**config.mk**
```make
export PLATFORM = sky130hd
export DESIGN_NAME = ring_out_arbiter
export DESIGN_NICKNAME = d
export VERILOG_FILES = /design/src/rtl/ring_out_arbiter.sv
export SDC_FILE = /design/constraint.sdc
export NUM_CORES = 1
export LEC_CHECK = 0
export CORE_AREA = 2 2 123 125
export CTS_BUF_LIST = sky130_fd_sc_hd__clkbuf_8 sky130_fd_sc_hd__clkbuf_16
export CTS_CLUSTER_DIAMETER = 60
export CTS_CLUSTER_SIZE = 16
export DETAILED_ROUTE_END_ITERATION = 10
export DIE_AREA = 0 0 125 127
export HOLD_SLACK_MARGIN = 0.1
export PLACE_DENSITY = 0.88
export SLEW_MARGIN = 5
export SYNTH_ARGS = -nofsm -noshare
export SYNTH_HDL_FRONTEND = slang
export SYNTH_SLANG_ARGS = --single-unit
```
**constraint.sdc**
```tcl
create_clock -name clk -period 3.4 [get_ports clk]
set_clock_uncertainty 0.05 [all_clocks]
set_input_delay 0.34 -clock clk [delete_from_list [all_inputs] [get_ports clk]]
set_output_delay 0.34 -clock clk [all_outputs]
set_load 0.02 [all_outputs]
```
**src/rtl/ring_out_arbiter.sv**
```systemverilog
// Ring router output-port arbiter: ring pass-through and PE injection share one link
// through two single-entry VC buffers that alternate fill/drain under net_polarity.
module ring_out_arbiter #(
  parameter int DATA_W  = 64,
  parameter int VC_BIT  = 63,
  parameter int HOP_LSB = 48,
  parameter int HOP_W   = 8
) (
  input  logic              clk,
  input  logic              reset,
  input  logic              net_polarity,
  input  logic              ring_req,
  input  logic [DATA_W-1:0] ring_data,
  output logic              ring_gnt,
  input  logic              pe_req,
  input  logic [DATA_W-1:0] pe_data,
  output logic              pe_gnt,
  output logic              out_so,
  output logic [DATA_W-1:0] out_do,
  input  logic              out_ro,
  output logic [1:0]        vc_full,
  output logic [15:0]       sent_count
);

  logic [1:0]        vc_full_q, vc_full_d;
  logic [1:0]        prio_q, prio_d;
  logic [DATA_W-1:0] buf0_q, buf0_d, buf1_q, buf1_d;
  logic [15:0]       sent_q, sent_d;

  logic              int_vc, ext_vc;
  logic              ring_elig, pe_elig, ring_win, pe_win, drain;
  logic [DATA_W-1:0] ring_xf, cap_data, ext_buf;

  assign ext_vc = net_polarity;
  assign int_vc = ~net_polarity;

  // A requester whose VC bit targets the draining buffer is invisible to arbitration.
  always_comb begin
    ring_elig = !reset && ring_req && (ring_data[VC_BIT] == int_vc) && !vc_full_q[int_vc];
    pe_elig   = !reset && pe_req   && (pe_data[VC_BIT]   == int_vc) && !vc_full_q[int_vc];
    ring_win  = ring_elig && (!pe_elig   || !prio_q[int_vc]);
    pe_win    = pe_elig   && (!ring_elig ||  prio_q[int_vc]);
  end

  // Each ring traversal halves the hop field.
  always_comb begin
    ring_xf = ring_data;
    ring_xf[HOP_LSB +: HOP_W] = ring_data[HOP_LSB +: HOP_W] >> 1;
  end

  assign cap_data = ring_win ? ring_xf : pe_data;
  assign ext_buf  = ext_vc ? buf1_q : buf0_q;

  assign ring_gnt   = ring_win;
  assign pe_gnt     = pe_win;
  assign out_so     = !reset && vc_full_q[ext_vc];
  assign out_do     = out_so ? ext_buf : '0;
  assign drain      = out_so && out_ro;
  assign vc_full    = vc_full_q;
  assign sent_count = sent_q;

  // Fill and drain hit different buffers, so both updates can apply in one cycle.
  always_comb begin
    vc_full_d = vc_full_q;
    prio_d    = prio_q;
    buf0_d    = buf0_q;
    buf1_d    = buf1_q;
    sent_d    = sent_q;
    if (ring_win || pe_win) begin
      vc_full_d[int_vc] = 1'b1;
      prio_d[int_vc]    = ring_win;
      if (int_vc) buf1_d = cap_data;
      else        buf0_d = cap_data;
    end
    if (drain) begin
      vc_full_d[ext_vc] = 1'b0;
      sent_d            = sent_q + 16'd1;
    end
  end

  always_ff @(posedge clk) begin
    if (reset) begin
      vc_full_q <= 2'b00;
      prio_q    <= 2'b00;
      buf0_q    <= '0;
      buf1_q    <= '0;
      sent_q    <= 16'd0;
    end else begin
      vc_full_q <= vc_full_d;
      prio_q    <= prio_d;
      buf0_q    <= buf0_d;
      buf1_q    <= buf1_d;
      sent_q    <= sent_d;
    end
  end

endmodule
```
=== After elaboration in Yosys (flattened, before gate mapping) ===
Index checks and enable logic that the tools add are counted.

* $add $sub $neg: 1
* Order comparisons: 4
* Equality and inequality tests: 2
* Multiplexer cells: 16
* Bitwise gates (word level): 4
* Reduce and logical (&&, ||, !) cells: 22

{| class="wikitable"
|+ Operators by type and width
! operator !! number
|-
| two-way mux 64 bit || 3
|-
| adder 16 x 1 -> 16 bit, second input constant || 1
|-
| logical AND 1 bit || 12
|-
| two-way mux 1 bit || 8
|-
| logical NOT 1 bit || 5
|-
| less-than comparator 1 x 2 -> 1 bit, second input constant || 2
|-
| two-way mux 2 bit || 2
|-
| AND reduction 2 bit || 2
|-
| logical OR 1 bit || 3
|-
| AND 2 bit || 1
|-
| bitwise mux 2 bit || 1
|-
| demux 1 bit (select 1 bit) || 2
|-
| == test 1 bit || 2
|-
| >= comparator 1 bit, second input constant || 2
|-
| inverter 2 bit || 1
|-
| OR 2 bit || 1
|-
| inverter 1 bit || 1
|}

* Flip-flop bits (word level): 148
* Input port bits: 134
* Output and inout port bits: 85
* Word-level logic and storage cells: 54

=== Longest topological paths before layout ===
Gate-level depths: netlist of the first run.

* Word-level depth: 12
* Depth in mapped cells: 7
* Depth with buffers taken out: 5

=== Worst setup path before layout of the first run ===
OpenSTA, ideal clock, no wires.

* Kind: register to output
* From: reg vc_full_q[1] (netlist: vc_full[1])
* To: out out_do[14]
* Arrival: 1.708 ns
* Data required time: 3.010 ns
* Slack: 1.302 ns
* Stages on the path, launching flop included: 6
* Buffers on the path: 2
* Path through: dfxtp_1 > mux2i_1 > or2_2 > clkbuf_1 > buf_1 > nor2_1

* Longest elaborated chain between the ends: 4

{| class="wikitable"
|+ Ends and longest elaborated chain
! element !! RTL line !! RTL
|-
| start: declaration || 25 || <nowiki>logic [1:0] vc_full_q, vc_full_d;</nowiki>
|-
| start signal: assignment || 89 || <nowiki>vc_full_q <= vc_full_d;</nowiki>
|-
| two-way mux 1 bit (not written as such) (2 in a row) || 56 || <nowiki>assign out_so = !reset && vc_full_q[ext_vc];</nowiki>
|-
| logical AND 1 bit || 56 ||
|-
| two-way mux 64 bit || 57 || <nowiki>assign out_do = out_so ? ext_buf : '0;</nowiki>
|-
| end: declaration || 19 || <nowiki>output logic [DATA_W-1:0] out_do,</nowiki>
|}

Every way passes these cells. The select of a mux whose other input is x is not followed.

=== Worst setup path after layout of the first run ===
* From: reg vc_full_q[1] (netlist: vc_full[1])
* To: out out_do[26]

Same word-level chain as after synthesis.

==> impl_metrics.csv, run 1 <==
group,metric,value,unit
timing,rsz0062_at_grt,"false",
timing,worst_slew_pin_slew,0.903,ns
critical_path,regToRegSetupSlack,1.05,ns
cts,hold_buffers,0,
min_path,hp-start,"net_polarity",
synthesis,synth_top_cell_by_area,"dfxtp_1",
cts,numCtsBuffers,17,
placement,gp_congestion,0.788,
critical_path,worstSetupPathType,"flop to output pin",
critical_path,worstPathRequired,3.01,ns
timing,relSlewSlack,39.8,%
synthesis,synth_top_area_share,40.5,%
critical_path,end_kind,"output pin",
synthesis,yosysMostFrequentCell,"dfxtp_1",
detailed_routing,drt_iter0_markers,817,
timing,fin_crit_sh,89.5,%
cts,root_buffer,"clkbuf_16",
synthesis,synthMuxAreaShare,9.18,%
critical_path,startpoint_type,"flop",
die,fp.dieArea,0.0159,mm²
min_path,hold_path_depth,3,
placement,dp_cells,1178,
detailed_routing,vias,7880,
cts,clkSinkCount,148,
cts,cts_setup_buffers,0,
die,die_w,125,µm
critical_path,timing.rr.start,"vc_full[1]",
detailed_routing,ant_nets,0,
synthesis,synth_edf_count,0,
synthesis,ys_seq_elements,148,
die,initial_core_util,50.7,%
synthesis,ys_top_cells_by_area,"dfxtp_1 41%, a311oi_1 15%, mux2i_1 9.2%, nor3_1 8.6%, nand3_1 4.6%",
timing,timing.fmax,329,MHz
synthesis,synth_common_cells,"148 x dfxtp_1, 126 x nor3_1, 124 x a311oi_1, 72 x nor2_1",
synthesis,synth_top_family_by_area,"compound AO/OA/AOI/OAI gates",
timing,tns,0,ns
timing,min_period,3.04,ns
die,rows,44,
critical_path,rr_endpoint,"buf0_q[31]",
synthesis,synth_compound_area_share,22.7,%
detailed_routing,drc,0,
synthesis,synth.distinct_cells,43,
grt,grt_overflow,0,
die,core_region_area,0.0144,mm²
power,p_per_area,446,mW/mm²
placement,hpwl,14.3,mm
timing,setup_viol,0,
finish,final_cells,1210,
cts,htreeDepth,4,
detailed_routing,wire_per_inst,20.0,µm
detailed_routing,vias_per_cell,6.51,
run,cap_violations,0,
status,status,"finished, final reports clean",
critical_path,cp.arrival,2.65,ns
synthesis,ys_seq_area_share,40.5,%
synthesis,ys.warnings.count,0,
detailed_routing,wl,24.2,mm
cts,insertion_delay,0.43,ns
synthesis,synthCells,851,
finish,nets,1148,
finish,area_growth_syn_to_layout,40.0,%
synthesis,synth_xor_area_share,0.719,%
power,p_leak,3.37,nW
finish,antenna_cells,0,
cts,cts-resized-gates,0,
synthesis,syn-num-nets,986,
placement,io_buffers,217,
min_path,worstHoldEndpoint,"vc_full[1]",
power,ir_drop,0.375,mV
timing,hold_viol,0,
synthesis,syn_avg_cell_area,8.59,µm²
synthesis,ys.flop_type,"dfxtp_1",
grt,grt_pass1_wl,38.6,mm
finish,drive_above_1_share,7.12,%
critical_path,cp_max_fo,32,
synthesis,ys_async_sr_fraction,0,%
placement,detailed_place.area,0.00954,mm²
grt,antenna_found_initial,0,
min_path,holdCritPathClass,"input pin to flop",
cts,clockBufferDepth,2,
synthesis,syn_area,0.00731,mm²
detailed_routing,dr.pass1.iters,7,
cts,clk_pin_slew_worst_paths,0.06,ns
finish,fillers,1107,
synthesis,yosys.area_share.adder,0.171,%
critical_path,r2r_cells,5,
die,die_h,127,µm
timing,maxSlewViolCount,0,
die,io_pins,219,
grt,grt_max_degree,88,
synthesis,synthSimpleGateAreaFrac,20.6,%
grt,grt_pass1_vias,7671,
grt,track_usage,29.8,%
cts,cts_tree,"built",
finish,fin_area,0.0102,mm²
[area by class of cell]
class	instances	area, µm²	area share [%]
repair buffers	241	2370	23.2
flip-flops and latches	148	2960	29.0
clock buffers	19	453	4.43
inverters	7	26.3	0.257
well taps	184	230	2.25
multi-input cells	598	3950	38.6
clock inverters	13	236	2.31
[sequential cells by signal, summed over array words and instances, names as in the netlist]
name        flops
buf1_q         64
sent_count     16
prio_q          2
buf0_q         64
vc_full         2
[layer usage]
layer	share of wire, %	global-route usage [%]
met5	0	0
met2	49	50.2
met4	3.5	16.0
met3	10	7.04
met1	38	35.3
[worst max-delay path, cell delays in order, from the launching register on]
cell and delay [ns]:
dfxtp_1 0.35, mux2i_1 0.54, or2_2 0.24, buf_4 0.36, nor2_1 0.15, clkdlybuf4s50_1 0.58
[cells in the final DEF (no fill, tap or decap), types with 3 or more instances in the layout]
cell             instances
a21oi_1                  7
a21oi_4                  3
a311oi_1               124
and3_1                   3
buf_4                   24
bufinv_16                7
clkbuf_16               17
clkdlybuf4s50_1        215
clkinv_2                 3
dfxtp_1                148
inv_1                   10
mux2i_1                 67
nand2_1                  9
nand3_1                 67
nor2_1                  72
nor3_1                 125
nor3_4                   3
nor4_1                   3
nor4b_1                  3
o21ai_0                 48
o21ai_1                 16
o311ai_0                 4
o31ai_1                  4
o41ai_1                  3
or3_1                    3
or4_1                    5
xnor2_1                  6
[power by group]
| group | total, mW | switching [mW] | leakage [nW] | internal [mW] |
|---|---|---|---|---|
| Sequential | 1.83 | 0.0310 | 1.20 | 1.80 |
| Combinational | 0.539 | 0.269 | 1.82 | 0.270 |
| Clock | 2.19 | 0.715 | 0.351 | 1.48 |
| Total | 4.56 | 1.02 | 3.37 | 3.54 |
[how the worst max path moves through the flow]
| stage | depth (start not counted) | from | end | slack, ns |
|---|---|---|---|---|
| global placement | 6 | net_polarity | out_do[1] | 0.67 |
| detailed placement | 6 | ring_data[63] | buf0_q[31] | 0.61 |
| CTS | 5 | vc_full[1] | out_do[1] | 0.38 |
| finish | 5 | vc_full[1] | out_do[26] | 0.36 |
| floorplan | 5 | vc_full[1] | out_do[14] | 1.30 |
| global route | 5 | vc_full[1] | out_do[26] | 0.23 |
[through the flow]
step / hold WS [ns] / util, % / total power, mW / setup slack (ns)
after global routing: 0.310 / 70.9 / 4.70 / 0.228
after floorplan: 0.390 / - / 2.15 / 1.30
after global placement: 0.406 / 66.2 / 2.38 / 0.668
final: 0.304 / 70.9 / 4.56 / 0.357
after CTS: 0.286 / 70.9 / 4.56 / 0.377
after detailed placement: 0.420 / 66.2 / 2.39 / 0.614
[logic make-up after synthesis]
kind of cell / Yosys count
and+or+nand+nor: 304
buffers and inverters: 105
DFF: 148
AOI/OAI and AO/OA: 220
xor gates and xnor gates: 6
muxes: 67
adders and majority gates: 1
Note: power is estimated with default switching activity, not from simulation.
==> inputs of run 2 (changes only) <==
--- a/config.mk
+++ b/config.mk
@@ -13,6 +13,7 @@
 export DIE_AREA = 0 0 125 127
 export HOLD_SLACK_MARGIN = 0.1
 export PLACE_DENSITY = 0.88
+export SKIP_CTS_REPAIR_TIMING = 1
 export SLEW_MARGIN = 5
 export SYNTH_ARGS = -nofsm -noshare
 export SYNTH_HDL_FRONTEND = slang
==> results of run 2 <==
Final layout, timing and power as in run 1 (identical DEF).
